$ cat config.mk
export PLATFORM = sky130hd
export DESIGN_NAME = uart_rx
export DESIGN_NICKNAME = d
export VERILOG_FILES = /design/src/rtl/uart_pkg.sv /design/src/rtl/sync_2ff.sv /design/src/rtl/uart_rx.sv
export SDC_FILE = /design/constraint.sdc
export NUM_CORES = 1
export LEC_CHECK = 0
export CAP_MARGIN = 10
export CORE_MARGIN = 10
export CORE_UTILIZATION = 58
export DETAILED_ROUTE_END_ITERATION = 10
export GPL_TIMING_DRIVEN = 0
export PLACE_DENSITY = 0.88
export SETUP_SLACK_MARGIN = 0.05
export SLEW_MARGIN = 20
export SYNTH_ARGS = -nofsm -noshare
export SYNTH_HDL_FRONTEND = slang
export SYNTH_SLANG_ARGS = --single-unit
export TNS_END_PERCENT = 50
$ cat constraint.sdc
create_clock -name clk -period 2.5 [get_ports clk]
set_input_delay 0.5 -clock clk [delete_from_list [all_inputs] [get_ports clk]]
set_output_delay 0.5 -clock clk [all_outputs]
set_load 0.01 [all_outputs]
$ cat src/rtl/uart_pkg.sv
// uart_pkg: 8N1 frame constants and FSM state encoding shared by the UART receiver and transmitter.
package uart_pkg;

    localparam int unsigned DATA_BITS  = 8;
    localparam int unsigned BIT_IDX_W  = $clog2(DATA_BITS);
    localparam int unsigned CNT_W      = 16;
    localparam logic        START_BIT  = 1'b0;
    localparam logic        STOP_BIT   = 1'b1;
    localparam logic        IDLE_LEVEL = 1'b1;

    typedef enum logic [2:0] {
        ST_IDLE      = 3'd0,
        ST_START     = 3'd1,
        ST_DATA      = 3'd2,
        ST_STOP      = 3'd3,
        ST_WAIT_IDLE = 3'd4
    } uart_state_e;

    // Terminal count of a cycle counter that must span 'clks' cycles.
    function automatic logic [CNT_W-1:0] last_tick(input int unsigned clks);
        return CNT_W'(clks - 1);
    endfunction

endpackage

$ cat src/rtl/sync_2ff.sv
// sync_2ff: two-flop synchronizer for asynchronous inputs, with a configurable reset (idle) value.
module sync_2ff #(
    parameter int unsigned     WIDTH     = 1,
    parameter logic [WIDTH-1:0] RESET_VAL = '0
) (
    input  logic             clk_i,
    input  logic             rst_ni,
    input  logic [WIDTH-1:0] d_i,
    output logic [WIDTH-1:0] q_o
);

    logic [WIDTH-1:0] meta_q;
    logic [WIDTH-1:0] sync_q;

    always_ff @(posedge clk_i or negedge rst_ni) begin
        if (!rst_ni) begin
            meta_q <= RESET_VAL;
            sync_q <= RESET_VAL;
        end else begin
            meta_q <= d_i;
            sync_q <= meta_q;
        end
    end

    assign q_o = sync_q;

endmodule

$ cat src/rtl/uart_rx.sv
// uart_rx: 8N1 serial receiver. Mid-bit sampling, start-bit glitch rejection, and a single
// frame_err per framing fault (a held-low break reports once, then waits for the line to idle).
module uart_rx
    import uart_pkg::*;
#(
    parameter int unsigned CLKS_PER_BIT = 1250
) (
    input  logic                 clk,
    input  logic                 rst_n,
    input  logic                 rx,
    output logic [DATA_BITS-1:0] data_out,
    output logic                 data_valid,
    output logic                 frame_err,
    output logic                 busy
);

    localparam logic [CNT_W-1:0]     FULL_LAST = last_tick(CLKS_PER_BIT);
    localparam logic [CNT_W-1:0]     HALF_LAST = last_tick(CLKS_PER_BIT / 2);
    localparam logic [BIT_IDX_W-1:0] LAST_BIT  = BIT_IDX_W'(DATA_BITS - 1);

    uart_state_e          state_q, state_d;
    logic [CNT_W-1:0]     cnt_q, cnt_d;
    logic [BIT_IDX_W-1:0] bit_q, bit_d;
    logic [DATA_BITS-1:0] shift_q, shift_d;
    logic [DATA_BITS-1:0] data_q, data_d;
    logic                 valid_q, valid_d;
    logic                 ferr_q, ferr_d;
    logic                 busy_c;
    logic                 rx_s;
    logic                 timed;
    logic                 tick;

    sync_2ff #(
        .WIDTH     (1),
        .RESET_VAL (IDLE_LEVEL)
    ) u_sync_rx (
        .clk_i  (clk),
        .rst_ni (rst_n),
        .d_i    (rx),
        .q_o    (rx_s)
    );

    // START waits half a bit to land on the start-bit centre; later states wait whole bits.
    assign timed = (state_q == ST_START) || (state_q == ST_DATA) || (state_q == ST_STOP);
    assign tick  = timed && ((state_q == ST_START) ? (cnt_q == HALF_LAST) : (cnt_q == FULL_LAST));

    always_ff @(posedge clk or negedge rst_n) begin
        if (!rst_n) begin
            state_q <= ST_IDLE;
        end else begin
            state_q <= state_d;
        end
    end

    always_comb begin
        state_d = state_q;
        unique case (state_q)
            ST_IDLE: begin
                if (rx_s == START_BIT) begin
                    state_d = ST_START;
                end
            end
            ST_START: begin
                if (tick) begin
                    state_d = (rx_s == START_BIT) ? ST_DATA : ST_IDLE;
                end
            end
            ST_DATA: begin
                if (tick && (bit_q == LAST_BIT)) begin
                    state_d = ST_STOP;
                end
            end
            ST_STOP: begin
                if (tick) begin
                    state_d = (rx_s == STOP_BIT) ? ST_IDLE : ST_WAIT_IDLE;
                end
            end
            ST_WAIT_IDLE: begin
                if (rx_s == IDLE_LEVEL) begin
                    state_d = ST_IDLE;
                end
            end
            default: state_d = ST_IDLE;
        endcase
    end

    always_comb begin
        busy_c  = (state_q != ST_IDLE);
        valid_d = 1'b0;
        ferr_d  = 1'b0;
        data_d  = data_q;
        if ((state_q == ST_STOP) && tick) begin
            if (rx_s == STOP_BIT) begin
                valid_d = 1'b1;
                data_d  = shift_q;
            end else begin
                ferr_d  = 1'b1;
            end
        end
    end

    // Counter restarts on every state entry and at each sampled bit centre.
    always_comb begin
        cnt_d   = cnt_q + 1'b1;
        bit_d   = bit_q;
        shift_d = shift_q;
        if (!timed || tick || (state_d != state_q)) begin
            cnt_d = '0;
        end
        if (state_q != ST_DATA) begin
            bit_d = '0;
        end else if (tick) begin
            bit_d   = bit_q + 1'b1;
            shift_d = {rx_s, shift_q[DATA_BITS-1:1]};
        end
    end

    always_ff @(posedge clk or negedge rst_n) begin
        if (!rst_n) begin
            cnt_q   <= '0;
            bit_q   <= '0;
            shift_q <= '0;
            data_q  <= '0;
            valid_q <= 1'b0;
            ferr_q  <= 1'b0;
        end else begin
            cnt_q   <= cnt_d;
            bit_q   <= bit_d;
            shift_q <= shift_d;
            data_q  <= data_d;
            valid_q <= valid_d;
            ferr_q  <= ferr_d;
        end
    end

    assign data_out   = data_q;
    assign data_valid = valid_q;
    assign frame_err  = ferr_q;
    assign busy       = busy_c;

endmodule
==> flow_summary.ini, run 1 <==
[status]
status = finished, final reports clean

[critical_path]
arrival_ns = 1.80
crit_family = buffers and inverters
path_buf_inv = 1
cp-end-kind = primary output
cp_cell_sequence = or3_1 -> clkdlybuf4s50_1
slowest_stage = clkdlybuf4s50_1
crit_required_ns = 2.00
crit_fanout = 8
critPathMaxStageDelay_ns = 0.51
cp-start-kind = register
crit_type = register to primary output

[route]
dr_wl_met2_um = 2030
routed_wl_um = 3940
wl_per_cell_um = 16.7
drc = 0
vias = 1420
drtAntennaViolNets = 0
top_layer = met4
drt-initial-drc-count = 76
met3WireLength_um = 264
wl_met1_um = 1540
via_per_inst = 6.02
drtPass1Iterations = 4

[clocking]
cts_tree = yes
cts_resized = 0
cts_hold_buf = 0
cts_root_buf = clkbuf_4
clk_latency_ns = 0.36
cts_buffers = 5
clkSinkCount = 42
htree_levels = 2
clockBufferDepth = 2
cts_setup_buffers = 0
path_clk_slew_ns = 0.12

[pwr]
p_leak_uw = 0.00102
ir_drop_v = 0.000357
p_per_area_nw_per_um2 = 490
total_power_uw = 1130

[placed_design]
placedCellCount = 228
pre_cts_ws_ns = 0.328
hpwl_um = 2910
gp_congestion = 0.908
portBuffers = 13

[sta]
fin_crit_sh_pct = 91.9
rsz0062_at_grt = false
hold_viol = 0
fin_setup_tns_ns = 0
setup_viol = 0
worst_slack_ns = 0.202
tightest_slew_ns = 0.925
timing.final.crit_period_ns = 2.30
maxSlewViolCount = 0
fin_skew_ns = 0.0128
max_freq_ghz = 0.435
max-slew-margin-rel_pct = 37.9

[logic_synthesis]
ys_types = 45
synth_area_leaders = dfrtp_1 50%, mux2_4 5.9%, mux2_2 4.5%
yosys_warnings = 0
synth_edf_count = 0
avgSynthCellArea_sq_um = 12.0
synth_flop_cell = dfrtp_1
synth_area_sq_um = 2020
synth_seq_area_share_pct = 52.2
syn_nets = 174
async_flop_share_pct = 100
ys_ff_latch = 42
yosysTopAreaCell = dfrtp_1
netlist.area_leader.share_pct = 49.6
synthCells = 168

[global_route]
grt_usage_pct = 13.0
grt_max_degree = 23
overflow = 0
antenna_found_initial = 0
grt_pass1_wl_um = 6530
grt_pass1_vias = 1411

[floorplanning]
die-area_sq_um = 6240
core_sq_um = 3360
die_height_um = 79.0
die_width_um = 79.0
ioPinCount = 14
num_rows = 21
start_util_pct = 60.0

[cells_and_area]
layout.nets = 195
drive_gt1_share_pct = 19.5
final_cells = 236
diodes = 0
area_growth_pct = 14.3
fillers = 254

[run]
drv_cap = 0

[worst_hold_path]
worstHoldPathType = primary input to asynchronous set/reset pin
==> synthesized netlist by cell type, types with 3 or more instances <==
| cell | instances |
|---|---|
| mux2_4 | 8 |
| mux2_2 | 8 |
| nor3_1 | 15 |
| and3_1 | 3 |
| xnor2_1 | 6 |
| or3_1 | 4 |
| xor2_1 | 5 |
| mux2i_1 | 3 |
| nand2_1 | 11 |
| nor2_1 | 3 |
| ha_1 | 3 |
| a211oi_1 | 3 |
| nand3_1 | 7 |
| nor4_1 | 4 |
| dfrtp_1 | 40 |
| inv_1 | 4 |
| nand4_1 | 3 |
==> registers in the layout, indices dropped and copies added (netlist names) <==
signal            flops
bit_q                 3
cnt_q                16
u_sync_rx.q_o         1
data_out              8
u_sync_rx.meta_q      1
data_valid            1
frame_err             1
state_q               3
shift_q               8
==> worst reg2reg max path: stages, from the launching register on <==
cell and delay [ns]:
dfrtp_1 0.34, buf_2 0.19, inv_1 0.10, nor3_1 0.72
o211a_1 0.29, buf_6 0.16, mux2_4 0.30
==> report_power, final <==
| part | total (uW) | leakage (uW) | switching (uW) | internal [uW] |
|---|---|---|---|---|
| sequential | 684 | 0.000565 | 2.13 | 682 |
| clock | 426 | 0.0000385 | 215 | 211 |
| combinational | 20.6 | 0.000412 | 14.0 | 6.66 |
| total | 1130 | 0.00102 | 231 | 900 |
==> through the flow <==
step / hold slack [ns] / util [%] / cell area [sq um]
2_1_floorplan: 0.204 / - / 2020
3_3_place_gp: 0.346 / 65.6 / 2210
3_5_place_dp: 0.352 / 66.3 / 2230
4_1_cts: 0.0914 / 68.6 / 2310
5_1_grt: 0.101 / 68.6 / 2310
6_report: 0.0947 / 68.6 / 2310
==> layout make-up <==
| cell class | instances | area, sq um | share of cell area, % |
|---|---|---|---|
| sequential | 42 | 1050 | 45.6 |
| multi-input combinational | 114 | 898 | 38.9 |
| timing repair buffer | 14 | 153 | 6.61 |
| tap | 46 | 57.6 | 2.49 |
| buffer | 8 | 52.6 | 2.28 |
| clock buffer | 6 | 41.3 | 1.79 |
| clock inverter | 2 | 37.5 | 1.63 |
| inverter | 4 | 15.0 | 0.650 |
==> per-layer routing <==
| metal | vias to the layer above | global-route usage, % |
|---|---|---|
| met4 | 0 | 6.27 |
| met2 | 39 | 21.6 |
| met3 | 10 | 5.07 |
| li1 | 654 | - |
| met1 | 717 | 14.4 |
| met5 | - | 0 |
==> cells by family after synthesis <==
family | synth area share (%)
XOR/XNOR | 4.77
adder cells (fa/ha/maj) | 1.86
AO/OA/AOI/OAI | 6.82
multiplexers | 11.9
AND/OR/NAND/NOR | 19.1
flip-flops | 52.2
buffers and inverters | 3.35
==> layout by cell type, fill, tap and decap left out, drive strengths merged, types with 5 or more instances in the layout <==
master	n
xnor2	6
buf	7
mux2	16
nand3	7
nand2	11
nor4	5
clkbuf	9
clkdlybuf4s50	12
xor2	5
nor3	15
dfrtp	40
==> path summary, 6_finish.rpt <==
path                                            startpoint                 endpoint  slack, ns  depth (start not counted)
worst max-delay path                  state_q[2]$_DFF_PN0_                     busy       0.20                          2
worst min register to register  u_sync_rx.meta_q$_DFF_PN1_  u_sync_rx.q_o$_DFF_PN1_       0.37                          0
worst min-delay path                                 rst_n       cnt_q[1]$_DFF_PN0_       0.09                          1
min in group clk                u_sync_rx.meta_q$_DFF_PN1_  u_sync_rx.q_o$_DFF_PN1_       0.37                          0
worst max register to register        state_q[1]$_DFF_PN0_   shift_q[0]$_DFFE_PN0P_       0.29                          6
max in group asynchronous                            rst_n   shift_q[0]$_DFFE_PN0P_       1.93                          2
(Power assumes the default switching activity.)
==> inputs of run 2 (changes only) <==
- CORE_UTILIZATION: 58 -> 57
- MAX_ROUTING_LAYER: unset -> met4
- PLACE_DENSITY: 0.88 -> 0.87
- SYNTH_HIERARCHICAL: unset -> 1
==> run 2 against run 1 <==
Compared with the run above:
- die area rose by 0.18%
- count of clock-buffer cells in the layout fell by 1
- sequential power barely moved
- setup slack improved by 0.051 ns
- first-iteration DRC count rose by 61%
- cell count fell by 0.42%
- clock skew rose by 0.0050 ns
- synthesized area fell by 1.5%
- critical endpoint unchanged
- largest cell class unchanged
==> flow_summary.ini, run 2 <==
[logic_synthesis]
synth_seq_area_share_pct = 53.0
synth_edf_count = 0
yosysTopAreaCell = dfrtp_1
synthCells = 167
synth_area_leaders = dfrtp_1 50%, mux2_2 9.1%, nor3_1 2.8%
avgSynthCellArea_sq_um = 11.9
syn_nets = 173
yosys_warnings = 6
synthTopCellsByCount = 40 x dfrtp_1, 16 x mux2_2, 11 x nor3_1
ys_ff_latch = 42
async_flop_share_pct = 100
netlist.area_leader.share_pct = 50.3
synth_flop_cell = dfrtp_1
yosysMostFrequentCell = dfrtp_1
synth_area_sq_um = 1990
ys_types = 42

[sta]
setup_viol = 0
max-slew-margin-rel_pct = 52.5
rsz0062_at_grt = false
max_freq_ghz = 0.445
fin_crit_sh_pct = 89.9
maxSlewViolCount = 0
hold_viol = 0
timing.final.crit_period_ns = 2.25
tightest_slew_ns = 0.707
worst_slack_ns = 0.253
fin_skew_ns = 0.0178
fin_setup_tns_ns = 0

[global_route]
grt_pass1_vias = 1439
met2_usage_pct = 22.5
use_met1_pct = 15.3
overflow = 0
antenna_found_initial = 0
grt_usage_pct = 13.8
grt_use_met3_pct = 5.07
grt_pass1_wl_um = 6730
grt_max_degree = 29
grt-busiest-layer = met2

[cells_and_area]
diodes = 0
layout.nets = 194
largest_reg_flops = 16
area_growth_pct = 13.3
final_cells = 235
fillers = 284
final_common_cell = dfrtp_1
max_flop_register = cnt_q
most-common-layout-cells = 40 x dfrtp_1, 16 x mux2_2, 12 x clkdlybuf4s50_1, 11 x nor3_1, 10 x nand2_1
drive_gt1_share_pct = 19.6
fin_util_pct = 67.0

[placed_design]
gp_congestion = 0.895
pre_cts_ws_ns = 0.370
hpwl_um = 2810
placedCellCount = 227
portBuffers = 13

[clocking]
htree_levels = 2
cts_hold_buf = 0
cts_tree = yes
clk_latency_ns = 0.36
path_clk_slew_ns = 0.13
cts_buffers = 5
clkSinkCount = 42
cts_root_buf = clkbuf_4
clockBufferDepth = 2
cts_resized = 0
cts_setup_buffers = 0

[floorplanning]
die_width_um = 79.1
core_sq_um = 3360
ioPinCount = 14
start_util_pct = 59.2
die-area_sq_um = 6250
num_rows = 21
die_height_um = 79.1

[critical_path]
crit_fanout = 10
arrival_ns = 1.75
cp-start-kind = register
r2r-start = cnt_q[11]$_DFF_PN0_
crit_type = register to primary output
crit_required_ns = 2.00
cp-end-kind = primary output
startpoint = state_q[1]$_DFF_PN0_

[worst_hold_path]
worstHoldPathType = primary input to asynchronous set/reset pin

[route]
vias = 1406
wl_per_cell_um = 16.6
drtPass1Iterations = 4
drt-initial-drc-count = 122
routed_wl_um = 3890
drc = 0
drtAntennaViolNets = 0
via_per_inst = 5.98

[pwr]
p_per_area_nw_per_um2 = 468
p_leak_uw = 0.00101
ir_drop_v = 0.000313
total_power_uw = 1060

[run]
drv_cap = 0

[status]
status = finished, final reports clean
[run 2: cell types whose count changed in the layout (fill, tap and decap cells not counted), moves of 3 or more]
cell | previous run | this run
a211oi_1 | 3 | 6
mux2_4 | 8 | 0
o21ai_0 | 1 | 5
mux2_2 | 8 | 16
nor3_1 | 15 | 11
or3_1 | 4 | 8
[run 2: cell type report]
class,count,area (sq um),share of cell area (%)
buffer,7,52.6,2.33
clock buffer,5,37.5,1.66
clock inverter,3,25.0,1.11
inverter,5,18.8,0.832
multi-input combinational,113,865,38.3
sequential,42,1050,46.7
tap,46,57.6,2.55
timing repair buffer,14,145,6.44
[run 2: layer usage]
metal | vias up | share of wire [%]
met5 | - | 0
met4 | 0 | 1.1
met3 | 8 | 5.7
met2 | 36 | 52
met1 | 707 | 41
li1 | 655 | -
[run 2: power breakdown]
part           internal, uW  switching (uW)
clock                   115             238
sequential              682            1.85
combinational          5.54            13.7
total                   803             253
[run 2: kinds of logic (layout without fill, tap and decap cells)]
logic type | count (synthesis) | in the layout | share of synthesized area (%)
XOR/XNOR | 8 | 8 | 3.52
flip-flops | 42 | 42 | 53.0
multiplexers | 19 | 19 | 10.6
AO/OA/AOI/OAI | 20 | 20 | 8.18
buffers and inverters | 12 | 34 | 3.58
AND/OR/NAND/NOR | 63 | 63 | 19.3
adder cells (fa/ha/maj) | 3 | 3 | 1.89
[run 2: final timing paths]
check / endpoint / slack (ns) / cells past startpoint
min in group clk: u_sync_rx/q_o$_DFF_PN1_ / 0.36 / 0
worst min-delay path: cnt_q[1]$_DFF_PN0_ / 0.03 / 1
worst min register to register: u_sync_rx/q_o$_DFF_PN1_ / 0.36 / 0
worst max register to register: state_q[0]$_DFF_PN0_ / 0.32 / 6
worst max-delay path: busy / 0.25 / 3
max in group asynchronous: u_sync_rx/meta_q$_DFF_PN1_ / 1.93 / 2
[run 2: stage by stage]
step                cell area, sq um  hold WS [ns]
global placement                2180         0.346
CTS                             2250        0.0285
global route                    2250        0.0131
detailed placement              2190         0.349
finish                          2250        0.0290
floorplan                       1990         0.204
[run 2: worst max-delay path, stage by stage (launching register included)]
cell and delay (ns):
dfrtp_1 0.39, buf_6 0.14, or3_1 0.38, clkdlybuf4s50_1 0.49
